`config.mk`:
```
export PLATFORM = sky130hd
export DESIGN_NAME = tiny_cpu_gen2_flat
export DESIGN_NICKNAME = d
export VERILOG_FILES = /design/src/rtl/tiny_cpu_gen2_if.sv /design/src/rtl/tiny_cpu_gen2.sv /design/src/flat_wrapper.sv
export SDC_FILE = /design/constraint.sdc
export NUM_CORES = 1
export LEC_CHECK = 0
export CAP_MARGIN = 0
export CORE_UTILIZATION = 61
export CTS_CLUSTER_DIAMETER = 40
export DETAILED_ROUTE_END_ITERATION = 10
export MAX_ROUTING_LAYER = met4
export PLACE_DENSITY = 0.88
export SYNTH_ARGS = -nofsm -noshare
export SYNTH_HDL_FRONTEND = slang
export SYNTH_SLANG_ARGS = --single-unit
```
`constraint.sdc`:
```
create_clock -name Clk -period 5.25 [get_ports Clk]
set_input_delay 0.525 -clock Clk [delete_from_list [all_inputs] [get_ports Clk]]
set_output_delay 0.525 -clock Clk [all_outputs]
set_load 0.1 [all_outputs]
```
`src/rtl/tiny_cpu_gen2_if.sv`:
```
// rtl/tiny_cpu_gen2_if.sv - instruction/result bus for tiny_cpu_gen2
interface tiny_cpu_gen2_if #(
    parameter int W    = 8,
    parameter int NREG = 4
);
    localparam int RA = $clog2(NREG);
    localparam int IW = 4 + 2 * RA + W;

    logic [IW-1:0] In;
    logic          InValid;
    logic          InReady;
    logic [W-1:0]  Result;
    logic          ResultValid;
    logic          Zero;
    logic          Carry;
    logic          Busy;

    modport master (
        output In, InValid,
        input  InReady, Result, ResultValid, Zero, Carry, Busy
    );

    modport slave (
        input  In, InValid,
        output InReady, Result, ResultValid, Zero, Carry, Busy
    );
endinterface

```
`src/rtl/tiny_cpu_gen2.sv`:
```
// rtl/tiny_cpu_gen2.sv - three-cycle accumulator-style CPU core (IDLE/EXEC/WB)
module tiny_cpu_gen2 #(
    parameter int W    = 8,
    parameter int NREG = 4
) (
    input  logic             Clk,
    input  logic             Clear,
    tiny_cpu_gen2_if.slave   bus
);
    localparam int RA = $clog2(NREG);
    localparam int IW = 4 + 2 * RA + W;

    typedef enum logic [1:0] {IDLE, EXEC, WB} state_t;

    state_t          state;
    logic [IW-1:0]   ir;
    logic [W-1:0]    r [NREG];
    logic [W-1:0]    tmp_res;
    logic            tmp_c;
    logic            tmp_z;
    logic [W-1:0]    result_q;
    logic            result_valid_q;
    logic            zero_q;
    logic            carry_q;

    logic [3:0]      op;
    logic [RA-1:0]   rd;
    logic [RA-1:0]   rs;
    logic [W-1:0]    imm;
    logic [W-1:0]    a;
    logic [W-1:0]    b;
    logic [W-1:0]    alu_res;
    logic            alu_c;

    assign op  = ir[IW-1 -: 4];
    assign rd  = ir[IW-5 -: RA];
    assign rs  = ir[IW-5-RA -: RA];
    assign imm = ir[W-1:0];
    assign a   = r[rd];
    assign b   = r[rs];

    // Flag-preserving default: alu_c carries the current Carry unless the opcode defines one.
    always_comb begin
        alu_res = a;
        alu_c   = carry_q;
        case (op)
            4'd1:        alu_res = imm;
            4'd2:        alu_res = b;
            4'd3:        {alu_c, alu_res} = {1'b0, a} + {1'b0, b};
            4'd4:        {alu_c, alu_res} = {1'b0, a} + {1'b0, b} + {{W{1'b0}}, carry_q};
            4'd5, 4'd13: begin
                alu_res = a - b;
                alu_c   = (a < b);
            end
            4'd6:        alu_res = a & b;
            4'd7:        alu_res = a | b;
            4'd8:        alu_res = a ^ b;
            4'd9:        alu_res = ~(a & b);
            4'd10: begin
                alu_res = {a[W-2:0], 1'b0};
                alu_c   = a[W-1];
            end
            4'd11: begin
                alu_res = {1'b0, a[W-1:1]};
                alu_c   = a[0];
            end
            4'd12:       alu_res = ~a;
            4'd14:       alu_res = b;
            default:     alu_res = a;
        endcase
    end

    always_ff @(posedge Clk or posedge Clear) begin
        if (Clear) begin
            state          <= IDLE;
            ir             <= '0;
            tmp_res        <= '0;
            tmp_c          <= 1'b0;
            tmp_z          <= 1'b0;
            result_q       <= '0;
            result_valid_q <= 1'b0;
            zero_q         <= 1'b0;
            carry_q        <= 1'b0;
            for (int i = 0; i < NREG; i++) r[i] <= '0;
        end else begin
            result_valid_q <= 1'b0;
            case (state)
                IDLE: begin
                    if (bus.InValid) begin
                        ir    <= bus.In;
                        state <= EXEC;
                    end
                end
                EXEC: begin
                    tmp_res <= alu_res;
                    tmp_c   <= alu_c;
                    tmp_z   <= (alu_res == '0);
                    state   <= WB;
                end
                WB: begin
                    if (op >= 4'd1 && op <= 4'd12) r[rd] <= tmp_res;
                    if (op >= 4'd3 && op <= 4'd13) zero_q <= tmp_z;
                    if (op == 4'd3 || op == 4'd4 || op == 4'd5 || op == 4'd10 ||
                        op == 4'd11 || op == 4'd13) carry_q <= tmp_c;
                    if (op == 4'd14) begin
                        result_q       <= tmp_res;
                        result_valid_q <= 1'b1;
                    end
                    state <= IDLE;
                end
                default: state <= IDLE;
            endcase
        end
    end

    assign bus.InReady     = (state == IDLE);
    assign bus.Busy        = (state != IDLE);
    assign bus.Result      = result_q;
    assign bus.ResultValid = result_valid_q;
    assign bus.Zero        = zero_q;
    assign bus.Carry       = carry_q;
endmodule

```
`src/flat_wrapper.sv`:
```
// flat-port wrapper written by rule: the top's interface ports become plain ports
module tiny_cpu_gen2_flat 
#(
    parameter int W    = 8,
    parameter int NREG = 4
)
  (Clk, Clear, bus_In, bus_InValid, bus_InReady, bus_Result, bus_ResultValid, bus_Zero, bus_Carry, bus_Busy);
  tiny_cpu_gen2_if #(.W(W), .NREG(NREG)) bus_i ();
  input  logic Clk;
  input  logic Clear;
  input wire logic [$bits(bus_i.In)-1:0] bus_In;
  input wire logic [$bits(bus_i.InValid)-1:0] bus_InValid;
  output wire logic [$bits(bus_i.InReady)-1:0] bus_InReady;
  output wire logic [$bits(bus_i.Result)-1:0] bus_Result;
  output wire logic [$bits(bus_i.ResultValid)-1:0] bus_ResultValid;
  output wire logic [$bits(bus_i.Zero)-1:0] bus_Zero;
  output wire logic [$bits(bus_i.Carry)-1:0] bus_Carry;
  output wire logic [$bits(bus_i.Busy)-1:0] bus_Busy;
  assign bus_i.In = bus_In;
  assign bus_i.InValid = bus_InValid;
  assign bus_InReady = bus_i.InReady;
  assign bus_Result = bus_i.Result;
  assign bus_ResultValid = bus_i.ResultValid;
  assign bus_Zero = bus_i.Zero;
  assign bus_Carry = bus_i.Carry;
  assign bus_Busy = bus_i.Busy;
  tiny_cpu_gen2 #(.W(W), .NREG(NREG)) u_core (.Clk(Clk), .Clear(Clear), .bus(bus_i));
endmodule
```
==> results of run 1 <==
cell usage after synthesis (11+ instances only):
library cell / instances / area share, %
a21oi_1: 25 / 2.4
clkbuf_1: 18 / 1.3
dfrtp_1: 71 / 34
ha_1: 26 / 6.3
inv_1: 32 / 2.3
mux2_2: 57 / 12
mux4_2: 12 / 5.2
nand2_1: 45 / 3.3
nand3_1: 12 / 1.2
nor2_1: 40 / 2.9
o21ai_0: 26 / 2.5
xnor2_1: 11 / 1.9
logic make-up after synthesis:
family          count (synthesis)  synth area share, %
fa+ha+maj                      28                 7.04
flops                          71                 34.2
mux                            75                 19.7
buf+inv                        64                 5.06
xor+xnor                       15                 2.53
compound gates                131                 17.9
simple gates                  145                 13.6
metrics by stage:
step | hold slack, ns | std cells | setup WS, ns
2_1_floorplan | 0.451 | 529 | 1.58
3_3_place_gp | 0.489 | 639 | 1.10
3_5_place_dp | 0.491 | 639 | 0.996
4_1_cts | 0.515 | 655 | 0.952
5_1_grt | 0.526 | 655 | 0.744
6_report | 0.514 | 655 | 0.891
state kept, by name, summed over array words and instances, names as in the netlist, 2 cells and up:
name and cells:
u_core.tmp_res 8, u_core.bus.Result 8, u_core.state 2, u_core.ir 16, u_core.r 32
worst paths after layout:
check	endpoint	slack, ns	cells past startpoint
max	u_core.tmp_z	0.89	11
min	u_core.bus.Result[5]	0.51	1
max reg2reg	u_core.tmp_z	0.89	11
min reg2reg	u_core.bus.Result[5]	0.51	1
max in group asynchronous	u_core.r[19]	3.92	3
min in group asynchronous	u_core.bus.Result[0]	0.75	3
cell usage in the layout (no fill, tap or decap), types with 3 or more instances in the layout:
master,n
nand3b_1,3
dfrtp_1,71
o211ai_1,6
clkdlybuf4s50_1,31
clkbuf_8,9
o22ai_1,9
nor2b_1,7
a221oi_1,7
o21ai_0,26
o32a_1,3
and2_1,5
a21oi_1,25
a32oi_1,6
a211oi_1,5
a22oi_1,5
mux4_1,3
nand2b_1,7
o32ai_1,5
a22o_1,3
nor2_1,40
mux4_2,12
nand2_1,45
mux2_2,57
a31oi_1,3
inv_1,31
nand3_1,12
ha_1,26
o21bai_1,4
nor3_1,9
xnor2_1,11
buf_4,5
xor2_1,4
mux2i_1,3
or2_2,4
worst reg2reg max path: stages, from the launching register on:
cell	delay, ns
dfrtp_1	0.73
mux4_2	0.66
ha_1	0.30
fa_1	0.47
xor2_1	0.39
o2111ai_1	0.19
nor4_2	0.27
xnor2_1	0.12
and2_0	0.16
o32a_1	0.31
or4_4	0.52
o31ai_2	0.17
area by class of cell:
class,instances,area (um2)
multi-input cells,394,3150
fillers,629,2470
flip-flops and latches,71,1780
repair buffers,36,348
well taps,105,131
clock buffers,10,128
inverters,33,124
clock inverters,6,93.8
per-layer routing:
| metal | vias up | GRT usage [%] | share of wire (%) |
|---|---|---|---|
| met5 | - | - | 0 |
| met4 | 0 | 19.7 | 4.3 |
| met3 | 52 | 7.28 | 7.7 |
| met2 | 250 | 61.4 | 47 |
| met1 | 2258 | 51.7 | 41 |
| li1 | 1984 | - | - |
==> run metrics, run 1 <==
FMAX=229 MHz; Worst setup EP type=flip-flop; die area=between 8000 and 9000 um2; Worst Tran Pin Value=around 1.0 ns; ANT nets after route=0; initial DRC count=472; crit path time final=4.36 ns; number of synthesized flops with an enable pin=0; # port buffers=31; Worst slew margin=33.4%; HP Class=flip-flop to flip-flop; CP Max Fanout=13; Final Cell Area=5750 um2; Crit path largest cell delay=~0.73 ns; worst flop-to-flop path startpoint=u_core.ir[10]; dpl hpwl=11.6 mm; synth warn=0; DRC violations left=0; Synth Net Count=576; Mapped Avg Cell Area=9.81 um2; post_cts resized=0; critical-path cell with the highest stage delay=dfrtp_1; Post-layout nets=592; Worst-path clk slew=0.09 ns; layout cells sized above 1=18.5%; first-pass iteration count of the detailed router=5; RSZ-0062 raised after global routing=false; Final Setup Violations=0; Vias=4544; I/O Pins=32; critical path startpoint=u_core.ir[10]; Setup Crit Path Kind=flip-flop to flip-flop; Syn-to-layout area delta=10.8%; hold path startpoint=u_core.bus.Result[5]; CTS root buf=clkbuf_8; antenna violations before repair=0; Post-Synthesis Cell Area=5190 um2; core area=slightly above 8000 um2; CTS Hold Bufs=0; Critical Path, Cell by Cell=mux4_2 -> ha_1 -> fa_1 -> xor2_1 -> o2111ai_1 -> nor4_2 -> xnor2_1 -> and2_0 -> o32a_1 -> or4_4 -> o31ai_2; TritonCTS clock tree=done; status=finished clean; post-synthesis cell type count=69; fin crit share=slightly above 80%; Die X=94.2 um; Setup Buffers After CTS=0; Die Height=94.2 um; GR Util All Layers=between 40% and 50%; Worst-Skew Late Latency=0.36 ns; final core utilization=~70%; Slew Limit Fails=0; Worst setup SP type=flip-flop; CP Buf/Inv Count=0; CP required=5.54 ns; initial core utilization=between 60 and 70%; dpl cell area=approximately 5500 um2; ys flop type=dfrtp_1; Final Hold Fails=0; number of vias per cell=6.94; ys async rst share=100%; Antenna Cells=0; synthesized flop and latch total=approximately 70; Setup TNS=0 ns; max-cap viol count=0; GRT overflow=0; Cells after Synth=529; vias in the first global route=4598; Max Root-Sink Buffers=2; WL final=16.0 mm; largest net degree at the start of global routing=72; wire per inst=24.5 um; Clock Skews=0.0177 ns; routability cong.=0.979; # rows=33; clk sink count=between 70 and 80; first-pass GRT wire length=25.4 mm; CTS Buf Count=9; Worst EP arrival=4.64 ns; Worst path top cell family by delay=simple AND/OR/NAND/NOR gates; sequential cell area fraction in the yosys report=34.2%; CTS HTree Levels=3
Power of run 1 is not shown: default switching activity piles up to over one toggle a cycle in this logic, so the estimate is an artifact.
==> run 2, diff against run 1 <==
CORE_UTILIZATION = 55   (was 61)
PLACE_DENSITY = 0.84   (was 0.88)
clock period = 3.5 ns   (was 5.25 ns; I/O delays follow)
==> run 2 against run 1 <==
  * The run now ends with setup timing left
  * Die area increased by 11%
  * Wire length rose by 14%
  * Final cell count is 16% higher
==> run metrics, run 2 (synthesis gave the netlist of run 1 again) <==
status=finished, violations left; failing checks=setup timing; max-cap viol count=0 (unchanged); max FFs per register=32 (unchanged); vias in the first global route=5073 (+10%); Worst setup EP type=flip-flop; Max Root-Sink Buffers=2 (unchanged); clk sink count=71 (unchanged); GRT overflow=0 (unchanged); fin crit share=108% (+25 points); top flop regs=u_core.r: 32 flops, u_core.ir: 16 flops; commonest non-fill, non-tap cells in the layout=buf_4 (97), dfrtp_1 (69), mux2_2 (53); first-pass GRT wire length=28.0 mm (+10%); initial core utilization=56.4% (-6.7 points); WHS Path Cells=1 (unchanged); Crit path largest cell delay=0.58 ns (-0.15 ns); Setup Crit Path Kind=flip-flop to flip-flop; reg2reg path depth=14 (+3); Worst-path clk slew=0.10 ns (about the same); RSZ-0062 raised after global routing=true; Worst-Skew Late Latency=0.36 ns (about the same); CTS Buf Count=9 (unchanged); Setup WS post-layout=-0.279 ns (-1.17 ns); Worst slew margin=29.8% (-3.6 points); critical-path cell with the highest stage delay=mux4_2; initial DRC count=621 (+32%); WL final=18.3 mm (+14%); ANT nets after route=0 (unchanged); # fillers=614 (-2.4%); Post-layout nets=692 (+17%); # rows=35 (+6.1%); die area=9830 um2 (+11%); HP Class=flip-flop to flip-flop; GR Util All Layers=39.4% (-0.85 points); most frequent cell on the critical path=buf_4; crit path time final=3.78 ns (-0.579 ns); I/O Pins=32 (unchanged); first-pass iteration count of the detailed router=7 (+2); CTS Hold Bufs=0 (unchanged); Vias=5077 (+12%); dpl hpwl=12.8 mm (+11%); CP Max Fanout=5 (-8); dpl cell area=6160 um2 (+11%); DRC violations left=0 (unchanged); Worst EP arrival=4.06 ns (-0.58 ns); Final Cell Area=6790 um2 (+18%); Largest Register=u_core.r; most common cell after layout, fill and taps aside=buf_4; wire per inst=24.1 um (-1.5%); Syn-to-layout area delta=30.8%; TritonCTS clock tree=done; Die Height=99.1 um (+5.2%); Antenna Cells=0 (unchanged); routability cong.=1.03 (+5.1%); CTS HTree Levels=3 (unchanged); FMAX=265 MHz (+15%); Die X=99.1 um (+5.2%); Slew Limit Fails=0 (unchanged); Final Setup Violations=3 (+3); layout cells sized above 1=37.4% (+19 points); core area=9200 um2 (+12%); Critical Path, Cell by Cell=buf_6 -> mux4_2 -> fa_2 -> buf_12 -> xor2_4 -> buf_4 -> buf_4 -> nor2_1 -> o31a_1 -> o31ai_1 -> o32ai_2 -> nand3_1 -> or4_4 -> o31ai_2; Final Hold Fails=0 (unchanged); CTS root buf=clkbuf_8; Worst Tran Pin Value=1.05 ns (+0.0551 ns); antenna violations before repair=0 (unchanged); largest net degree at the start of global routing=51 (-29%); CP required=3.78 ns (-1.76 ns); number of vias per cell=6.67 (-3.8%); # port buffers=31 (unchanged); Worst setup SP type=flip-flop; Clock Skews=0.0155 ns (-0.00218 ns)
==> run 2: repair_timing <==
action                     CTS  global route
setup endpoints to repair    4             6
pin swaps                   14            23
gates resized for setup     28            35
setup buffers                7            13
==> run 2: worst max-delay path: cells and delay by family (launching register included) <==
kind	cells	cell delay (ns)
buffers and inverters	4	0.54
AND/OR/NAND/NOR	3	0.82
AO/OA/AOI/OAI	4	0.70
XOR/XNOR	1	0.18
multiplexers	1	0.58
flip-flops	1	0.40
adder cells (fa/ha/maj)	1	0.48
==> run 2: through the flow <==
step | util (%) | setup TNS, ns | worst slack (ns) | instances | hold slack (ns)
after floorplan | - | -0.0773 | -0.0773 | 529 | 0.451
after global placement | 67.0 | -0.386 | -0.119 | 727 | 0.486
after detailed placement | 67.0 | -0.727 | -0.231 | 727 | 0.499
after CTS | 71.0 | -0.240 | -0.154 | 749 | 0.521
after global routing | 73.8 | -0.950 | -0.319 | 761 | 0.527
final | 73.8 | -0.600 | -0.279 | 761 | 0.517
==> run 2: final cells by class <==
class | instances | area (um2) | area share [%]
multi-input cells | 394 | 3420 | 50.4
flip-flops and latches | 71 | 1780 | 26.2
repair buffers | 136 | 1140 | 16.8
well taps | 111 | 139 | 2.05
clock buffers | 10 | 138 | 2.03
inverters | 33 | 124 | 1.83
clock inverters | 6 | 51.3 | 0.756
==> run 2: final timing paths <==
| path | startpoint | end | slack (ns) |
|---|---|---|---|
| max | u_core.ir[10] | u_core.tmp_z | -0.28 |
| min | u_core.bus.Zero | u_core.bus.Zero | 0.52 |
| max reg2reg | u_core.ir[10] | u_core.tmp_z | -0.28 |
| min reg2reg | u_core.bus.Zero | u_core.bus.Zero | 0.52 |
| max in group asynchronous | Clear | u_core.r[31] | 2.14 |
| min in group asynchronous | Clear | u_core.r[10] | 0.58 |
==> run 2: layer usage <==
layer	track usage (%)	up-vias	share of wire, %
met5	-	-	0
met3	4.64	80	8.8
li1	-	2185	-
met2	62.9	323	47
met1	50.1	2489	38
met4	19.9	0	5.9
Power of run 2 is left out for the same reason.
